$ cat src/rtl/mems_arb_pkg.sv
// Shared types and constants for the MEMS DAC SPI arbiter: owner/state
// encodings, the default VREF setup word and the grant-priority helper.
package mems_arb_pkg;

  localparam int WORD_W = 24;
  localparam logic [WORD_W-1:0] VREF_WORD_DEFAULT = 24'h700000;

  typedef enum logic [1:0] {
    OWN_NONE    = 2'd0,
    OWN_SCAN    = 2'd1,
    OWN_HOST    = 2'd2,
    OWN_REFRESH = 2'd3
  } owner_e;

  typedef enum logic [1:0] {
    ST_IDLE,
    ST_START,
    ST_ACCEPT,
    ST_XFER
  } state_e;

  // Refresh always wins; a scan/host tie goes to whoever was not served last.
  function automatic owner_e pick_owner(input logic refresh, input logic scan,
                                        input logic host, input logic last_host);
    if (refresh)      return OWN_REFRESH;
    if (scan && host) return last_host ? OWN_SCAN : OWN_HOST;
    if (scan)         return OWN_SCAN;
    if (host)         return OWN_HOST;
    return OWN_NONE;
  endfunction

endpackage

$ cat src/rtl/mems_spi_arbiter_if.sv
// Requester / SPI-master side signals of the arbiter. The arbiter uses the
// slave modport; the requesters and SPI master sit on the master modport.
interface mems_spi_arbiter_if;
  import mems_arb_pkg::*;

  logic              hold;
  logic              scan_req;
  logic [WORD_W-1:0] scan_word;
  logic              scan_ack;
  logic              host_req;
  logic [WORD_W-1:0] host_word;
  logic              host_ack;
  logic              mems_SPI_busy;
  logic              mems_SPI_start;
  logic [WORD_W-1:0] spi_data;
  logic [1:0]        owner;
  logic              err_clr;
  logic              err_timeout;

  modport master (
    output hold, scan_req, scan_word, host_req, host_word, mems_SPI_busy, err_clr,
    input  scan_ack, host_ack, mems_SPI_start, spi_data, owner, err_timeout
  );

  modport slave (
    input  hold, scan_req, scan_word, host_req, host_word, mems_SPI_busy, err_clr,
    output scan_ack, host_ack, mems_SPI_start, spi_data, owner, err_timeout
  );

endinterface

$ cat src/rtl/mems_refresh_timer.sv
// Free-running VREF refresh timer: raises a sticky pending flag every
// REFRESH_CYCLES clocks, cleared when the arbiter grants the refresh.
module mems_refresh_timer #(
  parameter int REFRESH_CYCLES = 50000
) (
  input  logic clk,
  input  logic rst_n,
  input  logic grant,
  output logic pending
);

  localparam int CW = (REFRESH_CYCLES > 2) ? $clog2(REFRESH_CYCLES) : 1;
  localparam logic [CW-1:0] RELOAD = CW'(REFRESH_CYCLES - 1);

  logic [CW-1:0] cnt_q, cnt_d;
  logic          pending_q, pending_d;
  logic          terminal;

  // NOTE: every always_comb output gets a default first, so no path can infer a latch.
  always_comb begin
    terminal  = (cnt_q == '0);
    cnt_d     = terminal ? RELOAD : cnt_q - CW'(1);
    pending_d = pending_q;
    if (grant)    pending_d = 1'b0;
    // A terminal count in the grant cycle raises a fresh request.
    if (terminal) pending_d = 1'b1;
  end

  always_ff @(posedge clk or negedge rst_n) begin
    if (!rst_n) begin
      cnt_q     <= RELOAD;
      pending_q <= 1'b0;
    end else begin
      cnt_q     <= cnt_d;
      pending_q <= pending_d;
    end
  end

  assign pending = pending_q;

endmodule

$ cat src/rtl/mems_spi_arbiter.sv
// Grants the shared MEMS DAC SPI master to scan, host or VREF refresh, one
// 24-bit word at a time. Refresh requester present only with MEMS_ARB_REFRESH_EN.
module mems_spi_arbiter
  import mems_arb_pkg::*;
#(
  parameter int                REFRESH_CYCLES = 50000,
  parameter int                ACCEPT_TIMEOUT = 8,
  parameter logic [WORD_W-1:0] VREF_WORD      = VREF_WORD_DEFAULT
) (
  input  logic                 clk,
  input  logic                 rst_n,
  mems_spi_arbiter_if.slave    bus
);

  localparam int TW = (ACCEPT_TIMEOUT > 1) ? $clog2(ACCEPT_TIMEOUT) : 1;
  localparam logic [TW-1:0] TMO_LAST = TW'(ACCEPT_TIMEOUT - 1);

  if (ACCEPT_TIMEOUT < 1 || REFRESH_CYCLES < 2) begin : g_cfg_check
    $error("mems_spi_arbiter: ACCEPT_TIMEOUT must be >= 1 and REFRESH_CYCLES >= 2");
  end

  state_e            state_q;
  owner_e            owner_q;
  owner_e            winner;
  logic              start_q, scan_ack_q, host_ack_q, err_q, last_host_q;
  logic [WORD_W-1:0] data_q;
  logic [TW-1:0]     tmo_q;
  logic              refresh_pending, scan_pend, host_pend;

  // A requester still shows req during its ack cycle; that is the old request.
  assign scan_pend = bus.scan_req & ~scan_ack_q;
  assign host_pend = bus.host_req & ~host_ack_q;
  assign winner    = pick_owner(refresh_pending, scan_pend, host_pend, last_host_q);

`ifdef MEMS_ARB_REFRESH_EN
  logic grant_refresh;
  assign grant_refresh = (state_q == ST_IDLE) && !bus.hold && (winner == OWN_REFRESH);

  mems_refresh_timer #(.REFRESH_CYCLES(REFRESH_CYCLES)) u_refresh_timer (
    .clk     (clk),
    .rst_n   (rst_n),
    .grant   (grant_refresh),
    .pending (refresh_pending)
  );
`else
  assign refresh_pending = 1'b0;
`endif

  // NOTE: state uses non-blocking assignments; the defaults at the top of the
  // clocked branch are overridden by later assignments in the same cycle.
  always_ff @(posedge clk or negedge rst_n) begin
    if (!rst_n) begin
      state_q     <= ST_IDLE;
      owner_q     <= OWN_NONE;
      start_q     <= 1'b0;
      scan_ack_q  <= 1'b0;
      host_ack_q  <= 1'b0;
      err_q       <= 1'b0;
      last_host_q <= 1'b1;
      data_q      <= '0;
      tmo_q       <= '0;
    end else begin
      start_q    <= 1'b0;
      scan_ack_q <= 1'b0;
      host_ack_q <= 1'b0;
      if (bus.err_clr) err_q <= 1'b0;

      unique case (state_q)
        ST_IDLE: begin
          if (!bus.hold && winner != OWN_NONE) begin
            owner_q <= winner;
            start_q <= 1'b1;
            state_q <= ST_START;
            case (winner)
              OWN_SCAN: begin data_q <= bus.scan_word; last_host_q <= 1'b0; end
              OWN_HOST: begin data_q <= bus.host_word; last_host_q <= 1'b1; end
              default:  data_q <= VREF_WORD;
            endcase
          end
        end
        ST_START: begin
          tmo_q   <= '0;
          state_q <= ST_ACCEPT;
        end
        ST_ACCEPT: begin
          if (bus.mems_SPI_busy) begin
            state_q <= ST_XFER;
          end else if (tmo_q == TMO_LAST) begin
            err_q      <= 1'b1;
            scan_ack_q <= (owner_q == OWN_SCAN);
            host_ack_q <= (owner_q == OWN_HOST);
            owner_q    <= OWN_NONE;
            state_q    <= ST_IDLE;
          end else begin
            tmo_q <= tmo_q + TW'(1);
          end
        end
        ST_XFER: begin
          if (!bus.mems_SPI_busy) begin
            scan_ack_q <= (owner_q == OWN_SCAN);
            host_ack_q <= (owner_q == OWN_HOST);
            owner_q    <= OWN_NONE;
            state_q    <= ST_IDLE;
          end
        end
        default: state_q <= ST_IDLE;
      endcase
    end
  end

  assign bus.mems_SPI_start = start_q;
  assign bus.scan_ack       = scan_ack_q;
  assign bus.host_ack       = host_ack_q;
  assign bus.spi_data       = data_q;
  assign bus.owner          = owner_q;
  assign bus.err_timeout    = err_q;

endmodule

$ cat src/flat_wrapper.sv
// flat-port wrapper written by rule: the top's interface ports become plain ports
module mems_spi_arbiter_flat import mems_arb_pkg::*;
#(
  parameter int                REFRESH_CYCLES = 50000,
  parameter int                ACCEPT_TIMEOUT = 8,
  parameter logic [WORD_W-1:0] VREF_WORD      = VREF_WORD_DEFAULT
)
  (clk, rst_n, bus_hold, bus_scan_req, bus_scan_word, bus_host_req, bus_host_word, bus_mems_SPI_busy, bus_err_clr, bus_scan_ack, bus_host_ack, bus_mems_SPI_start, bus_spi_data, bus_owner, bus_err_timeout);
  mems_spi_arbiter_if bus_i ();
  input  logic clk;
  input  logic rst_n;
  input wire logic [$bits(bus_i.hold)-1:0] bus_hold;
  input wire logic [$bits(bus_i.scan_req)-1:0] bus_scan_req;
  input wire logic [$bits(bus_i.scan_word)-1:0] bus_scan_word;
  input wire logic [$bits(bus_i.host_req)-1:0] bus_host_req;
  input wire logic [$bits(bus_i.host_word)-1:0] bus_host_word;
  input wire logic [$bits(bus_i.mems_SPI_busy)-1:0] bus_mems_SPI_busy;
  input wire logic [$bits(bus_i.err_clr)-1:0] bus_err_clr;
  output wire logic [$bits(bus_i.scan_ack)-1:0] bus_scan_ack;
  output wire logic [$bits(bus_i.host_ack)-1:0] bus_host_ack;
  output wire logic [$bits(bus_i.mems_SPI_start)-1:0] bus_mems_SPI_start;
  output wire logic [$bits(bus_i.spi_data)-1:0] bus_spi_data;
  output wire logic [$bits(bus_i.owner)-1:0] bus_owner;
  output wire logic [$bits(bus_i.err_timeout)-1:0] bus_err_timeout;
  assign bus_i.hold = bus_hold;
  assign bus_i.scan_req = bus_scan_req;
  assign bus_i.scan_word = bus_scan_word;
  assign bus_i.host_req = bus_host_req;
  assign bus_i.host_word = bus_host_word;
  assign bus_i.mems_SPI_busy = bus_mems_SPI_busy;
  assign bus_i.err_clr = bus_err_clr;
  assign bus_scan_ack = bus_i.scan_ack;
  assign bus_host_ack = bus_i.host_ack;
  assign bus_mems_SPI_start = bus_i.mems_SPI_start;
  assign bus_spi_data = bus_i.spi_data;
  assign bus_owner = bus_i.owner;
  assign bus_err_timeout = bus_i.err_timeout;
  mems_spi_arbiter #(.REFRESH_CYCLES(REFRESH_CYCLES), .ACCEPT_TIMEOUT(ACCEPT_TIMEOUT), .VREF_WORD(VREF_WORD)) u_core (.clk(clk), .rst_n(rst_n), .bus(bus_i));
endmodule
$ cat config.mk
export PLATFORM = sky130hd
export DESIGN_NAME = mems_spi_arbiter_flat
export DESIGN_NICKNAME = d
export VERILOG_FILES = /design/src/rtl/mems_arb_pkg.sv /design/src/rtl/mems_spi_arbiter_if.sv /design/src/rtl/mems_refresh_timer.sv /design/src/rtl/mems_spi_arbiter.sv /design/src/flat_wrapper.sv
export SDC_FILE = /design/constraint.sdc
export NUM_CORES = 1
export LEC_CHECK = 0
export ABC_AREA = 1
export CORE_MARGIN = 5
export CORE_UTILIZATION = 30
export DETAILED_ROUTE_END_ITERATION = 10
export PLACE_DENSITY = 0.65
export SLEW_MARGIN = 0
export SYNTH_ARGS = -nofsm -noshare
export SYNTH_HDL_FRONTEND = slang
export SYNTH_HIERARCHICAL = 1
export SYNTH_SLANG_ARGS = --single-unit
export TNS_END_PERCENT = 30
$ cat constraint.sdc
create_clock -name clk -period 2.1 [get_ports clk]
set_clock_uncertainty 0.1 [all_clocks]
set_input_delay 0.42 -clock clk [delete_from_list [all_inputs] [get_ports clk]]
set_output_delay 0.42 -clock clk [all_outputs]
set_load 0.02 [all_outputs]
### After elaboration in Yosys (flattened, before gate mapping)

Cells that the tools add are included.
W data, S select, Z words.

* register bits: 36
* latch bits: 0
* bits in writable memories: 0
* memory bits (read-only): 0
* input port bits: 55
* output and inout bits: 30
* memories: 0

* add/subtract/negate cells: 1
* multipliers: 0
* divide/modulo/power cells: 0
* $lt $le $gt $ge: 0
* eq/ne operators: 14
* shifts and indexed selects: 0
* mux-type cells: 40
* bitwise gates (word level): 4
* reduce and logical (&&, ||, !) cells: 13

Operator list (count)
* $pmux W24 S2: 1
* $mux W2: 13
* $mux W1: 18
* $reduce_and A3 Y1: 3
* $eq A2 B2 Y1 const B: 4
* $pmux W2 S4: 1
* $eq A2 B1 Y1 const B: 3
* $mux W3: 2
* $ne A2 B2 Y1 const B: 3
* $pmux W1 S2: 3
* $pmux W2 S3: 1
* $pmux W3 S2: 1
* $reduce_bool A2 Y1: 3
* $reduce_and A5 Y1: 1
* $ne A2 B1 Y1 const B: 2
* $add A3 B1 Y3 const B: 1
* $eq A3 B3 Y1 const B: 1
* $ne A3 B2 Y1 const B: 1
* $reduce_bool A3 Y1: 1
* $and A1 B1 Y1: 2
* $logic_and A1 B1 Y1: 2
* $logic_not A2 Y1: 1
* $not A1 Y1: 2
* $reduce_and A2 Y1: 1
* $logic_not A1 Y1: 1

### Logic depth before layout (Yosys ltp)

* word-level depth: 14
* mapped depth: 11

### Worst setup path after synthesis

Ideal clock, no wire load.

* path type: reg-to-reg
* start: reg u_core.host_ack_q (netlist: u_core/bus.host_ack)
* end: reg u_core.data_q[10] (netlist: u_core/bus.spi_data[10])
* library setup time: 0.077 ns
* arrival: 1.617 ns
* required time: 1.923 ns
* path slack: 0.307 ns
* stages on the path, launching flop included: 9
* path buffers: 1
* period minus slack after synthesis: 1.793 ns
* path through: dfrtp_1 > nand3b_1 > nand2_1 > inv_1 > ha_1 > inv_2 > clkbuf_1 > nand2_1 > o21ai_1

* cells in the longest elaborated chain, start to end: 11
* elaborated cells between the ends (all ways): 17
* those cells by class: eq/ne (2); mux (9); bitwise (2); reduce/logical (4)

Ends and longest elaborated chain
* from (decl): line mems_spi_arbiter.sv:25 `logic start_q, scan_ack_q, host_ack_q, err_q, last_host_q;`
* from (signal assigned): line mems_spi_arbiter.sv:91 `host_ack_q <= (owner_q == OWN_HOST);`
* from (signal assigned): line mems_spi_arbiter.sv:101 `host_ack_q <= (owner_q == OWN_HOST);`
* $not A1 Y1 *: line mems_spi_arbiter.sv:32 `assign host_pend = bus.host_req & ~host_ack_q;`
* $and A1 B1 Y1 *: line mems_spi_arbiter.sv:32
* $mux W1 (2 in series): line mems_arb_pkg.sv:28 `if (host) return OWN_HOST;`
* $mux W1: line mems_arb_pkg.sv:27 `if (scan) return OWN_SCAN;`
* $mux W2: line mems_arb_pkg.sv:29 `return OWN_NONE;`
* $mux W2: line mems_arb_pkg.sv:28
* $mux W2 *: line mems_arb_pkg.sv:27
* branches (longest 3 deep; another with $pmux W24 S2)
* to (signal assigned): line mems_spi_arbiter.sv:75 `OWN_SCAN: begin data_q <= bus.scan_word; last_host_q <= 1'b0; end`
* to (signal assigned): line mems_spi_arbiter.sv:76 `OWN_HOST: begin data_q <= bus.host_word; last_host_q <= 1'b1; end`
* to (signal assigned): line mems_spi_arbiter.sv:77 `default: data_q <= VREF_WORD;`
* to (decl): line mems_spi_arbiter.sv:26 `logic [WORD_W-1:0] data_q;`

Every way passes the cells marked *. The select of a mux whose other input is x is not followed.
A chain may end at the register's enable or synchronous reset.

### Worst setup path in the final report

* start: in bus_host_req
* end: reg u_core.data_q[7] (netlist: u_core/bus.spi_data[7])

* cells in the longest elaborated chain, start to end: 10
* elaborated cells between the ends (all ways): 16
* those cells by class: eq/ne (2); mux (9); bitwise (1); reduce/logical (4)

Ends and longest elaborated chain
* from (decl): line flat_wrapper.sv:15 `input wire logic [$bits(bus_i.host_req)-1:0] bus_host_req;`
* $and A1 B1 Y1 *: line mems_spi_arbiter.sv:32
* $mux W1 (2 in series): line mems_arb_pkg.sv:28
* $mux W1: line mems_arb_pkg.sv:27
* $mux W2: line mems_arb_pkg.sv:29
* $mux W2: line mems_arb_pkg.sv:28
* $mux W2 *: line mems_arb_pkg.sv:27
* branches (longest 3 deep; another with $pmux W24 S2)

Marks and branches as above.

==> metrics.csv <==
stage,metric,value,unit
final_layout,fin nets,432,
global_routing,largest net degree at the start of global routing,24,
critical_path,path depth of the worst reg2reg path,10,
route,post-route ant nets,0,
sta,Slew @ Worst Pin,333,ps
floorplanning,die area,8310,um2
synthesis,Yosys top cell by area,dfrtp_1,
critical_path,crit path DAT,1960,ps
global_routing,total track usage,13.4,%
clock_network,clock tree buffer depth,2,
critical_path,Required @ worst endpoint,2210,ps
hold_path,Hold Path Cell Cnt,1,
global_routing,met2 usage,22.1,%
clock_network,"Clk pin slew, worst setup/hold paths",70,ps
clock_network,CTS tree,done,
final_layout,Seq. cell area,902,um2
synthesis,ranking of synthesized cells by area,"dfrtp_1, nand2_1, o21ai_1",
flow_run,Max-cap violations,0,
synthesis,syn avg cell area,7.21,um2
synthesis,"Seq/Total Area, Yosys",45.6,%
synthesis,Synth warnings,6,
critical_path,WS Path Type,in2reg,
sta,"Slew Viols, Final",0,
route,via count,1984,
hold_path,worst hold endpoint,u_core/tmo_q[0],
placed_design,I/O Buffers,84,
sta,crit path time final,1850,ps
power,combinational group share of total power,52.2,%
final_layout,multi-input logic area,936,um2
power,clock group share of total power,16.5,%
route,first drt pass iteration count,4,
floorplanning,Die Ht,91.2,um
final_layout,Fill cells,630,
global_routing,gr busiest metal,met2,
placed_design,placed cells,437,
sta,fmax,0.539,GHz
clock_network,clock sink total,36,
hold_path,worst hold start,u_core/tmo_q[0],
power,Cell Pwr Density,1190,nW/um2
power,leak pwr,0.00149,uW
floorplanning,Rows,29,
placed_design,post-DP HPWL,4.29,mm
floorplanning,# IOs,85,
critical_path,crit path max fanout,11,
clock_network,"Gates resized, CTS repair",0,
clock_network,cts bufs inserted,5,
critical_path,reg2reg end,u_core/bus.spi_data[7],
global_routing,first-pass GRT wire length,9.11,mm
outcome,status,"finished, final reports clean",
placed_design,Placed Area,2950,um2
critical_path,FF-to-FF setup slack,380,ps
synthesis,post-synthesis register bit count,36,
clock_network,H-tree Lvls,2,
sta,Slew HR,77.8,%
sta,final worst-path cycle share,88.3,%
final_layout,Finished Layout Cells,446,
clock_network,root buffer cell,clkbuf_8,
synthesis,Post-synth top cells,"nand2_1, dfrtp_1, o21ai_1",
floorplanning,Die W,91.2,um
route,Routed WL per cell,12.1,um
power,VDD IR-drop max,0.578,mV
power,internal power,2210,uW
floorplanning,Core Region,6390,um2
power,switching power total,1440,uW
hold_path,Hold Path Class,reg2reg,
route,Via-to-Cell Ratio,4.45,
synthesis,Netlist Area Pre-Place,1980,um2
synthesis,asr flop ratio synth,100,%
synthesis,Cell variety after synth,21,
sta,RSZ-0062 raised after global routing,no,
global_routing,grt total ovfl,0,
synthesis,Post-synth EDFFs,0,
synthesis,top_reg_cell synth,dfrtp_1,
critical_path,CP endpoint kind,register,
sta,Setup TNS Final,0,ps
route,final wirelength,5.39,mm
floorplanning,initial core utilization,31.0,%
critical_path,crit path launch type,primary input,
critical_path,worst r2r src,u_core/last_host_q,
synthesis,most common cell in the synthesized netlist,nand2_1,
synthesis,syn_nets,338,
global_routing,antenna violations before repair,0,
final_layout,Final Cell Area,3070,um2
final_layout,layout cell share with drive strength beyond 1,7.86,%
synthesis,synthesized instance count,274,
global_routing,met3 usage,4.96,%
synthesis,area share of the largest cell type after synthesis,44.3,%
sta,final setup violating endpoints,0,
global_routing,Global Route met1 Usage,16.1,%
clock_network,"Clk Latency, worst-skew pair",280,ps
placed_design,gpl congestion,0.724,
global_routing,vias in the first global route,1911,
power,switching share of power,39.5,%
route,DR DRC count,0,
power,Reg power frac,31.2,%
final_layout,Area Overhead vs Synth,55.4,%
final_layout,diode count,0,
route,1st-iter DRT viols,72,
sta,endpoints failing hold,0,
[metrics by stage]
step / setup slack (ps) / hold slack (ps) / utilization (%) / total power (uW)
after global placement: -26.5 / 240 / 46.2 / 3060
after CTS: 238 / 393 / 48.1 / 3710
after detailed placement: -59.4 / 245 / 46.2 / 3090
after global routing: 22.8 / 409 / 48.1 / 3970
final: 246 / 387 / 48.1 / 3650
after floorplan: 307 / 24.4 / - / 2210
[per-layer routing]
metal  vias up  wire length, um
met1       891             2320
met4         0               90
met5         -                0
met2        51             2620
met3         8              359
li1       1034                -
[worst max-delay path, stage by stage]
cell and delay (ps):
clkdlybuf4s50_1 490, nand3b_1 80, nand2_1 130, inv_1 60
ha_1 330, inv_2 90, buf_4 170, nand2_1 70
o21ai_1 120
[power groups by stage]
stage	logic (uW)	clock network (uW)	registers, uW
finish	1910	603	1140
global route	2130	656	1180
CTS	1940	628	1150
detailed placement	1930	0	1160
global placement	1910	0	1150
floorplan	782	0	1430
[layout by cell type (no fill, tap or decap), types with 2 or more instances in the layout]
master and instances:
nand2_1 145, clkdlybuf4s50_1 83, dfrtp_1 35, o21ai_1 25
inv_1 13, buf_4 13, nand3_1 11, nor2_1 9
ha_1 9, clkbuf_8 5, inv_2 3, nand3b_1 2
a21oi_1 2
[how the worst max path moves through the flow]
stage | from | end | slack, ps | depth (start not counted)
final | bus_host_req | u_core/bus.spi_data[7] | 250 | 9
after global routing | bus_scan_req | u_core/bus.owner[0] | 20 | 11
after detailed placement | bus_host_req | u_core/bus.spi_data[7] | -60 | 9
after global placement | bus_host_req | u_core/bus.spi_data[21] | -30 | 10
after floorplan | u_core/bus.host_ack | u_core/bus.spi_data[10] | 310 | 8
after CTS | bus_host_req | u_core/bus.spi_data[7] | 240 | 11
[area by class of cell]
| class | instances | area share [%] |
|---|---|---|
| sequential | 36 | 29.4 |
| clock inverter | 3 | 1.38 |
| inverter | 17 | 2.08 |
| clock buffer | 5 | 2.24 |
| multi-input combinational | 209 | 30.5 |
| timing repair buffer | 99 | 31.4 |
| tap | 77 | 3.14 |
[state kept, by name, indices dropped and copies added (netlist names)]
name,flops
u_core/last_host_q,1
u_core/tmo_q,3
u_core/bus.owner,2
u_core/bus.err_timeout,1
u_core/bus.mems_SPI_start,1
u_core/bus.scan_ack,1
u_core/bus.spi_data,24
u_core/bus.host_ack,1
u_core/state_q,2
[cells by family after synthesis]
logic type | count (synthesis) | share of synthesized area [%]
buffers and inverters | 29 | 7.28
DFF | 36 | 45.6
and+or+nand+nor | 172 | 34.3
AOI/OAI and AO/OA | 28 | 7.09
adders and majority gates | 9 | 5.70
[timing repair]
item	in CTS	in global routing
hold endpoints to repair	12	0
hold buffers	1	0
setup endpoints to repair	0	0
setup buffers	0	0
Note: power is estimated with default switching activity, not from simulation.
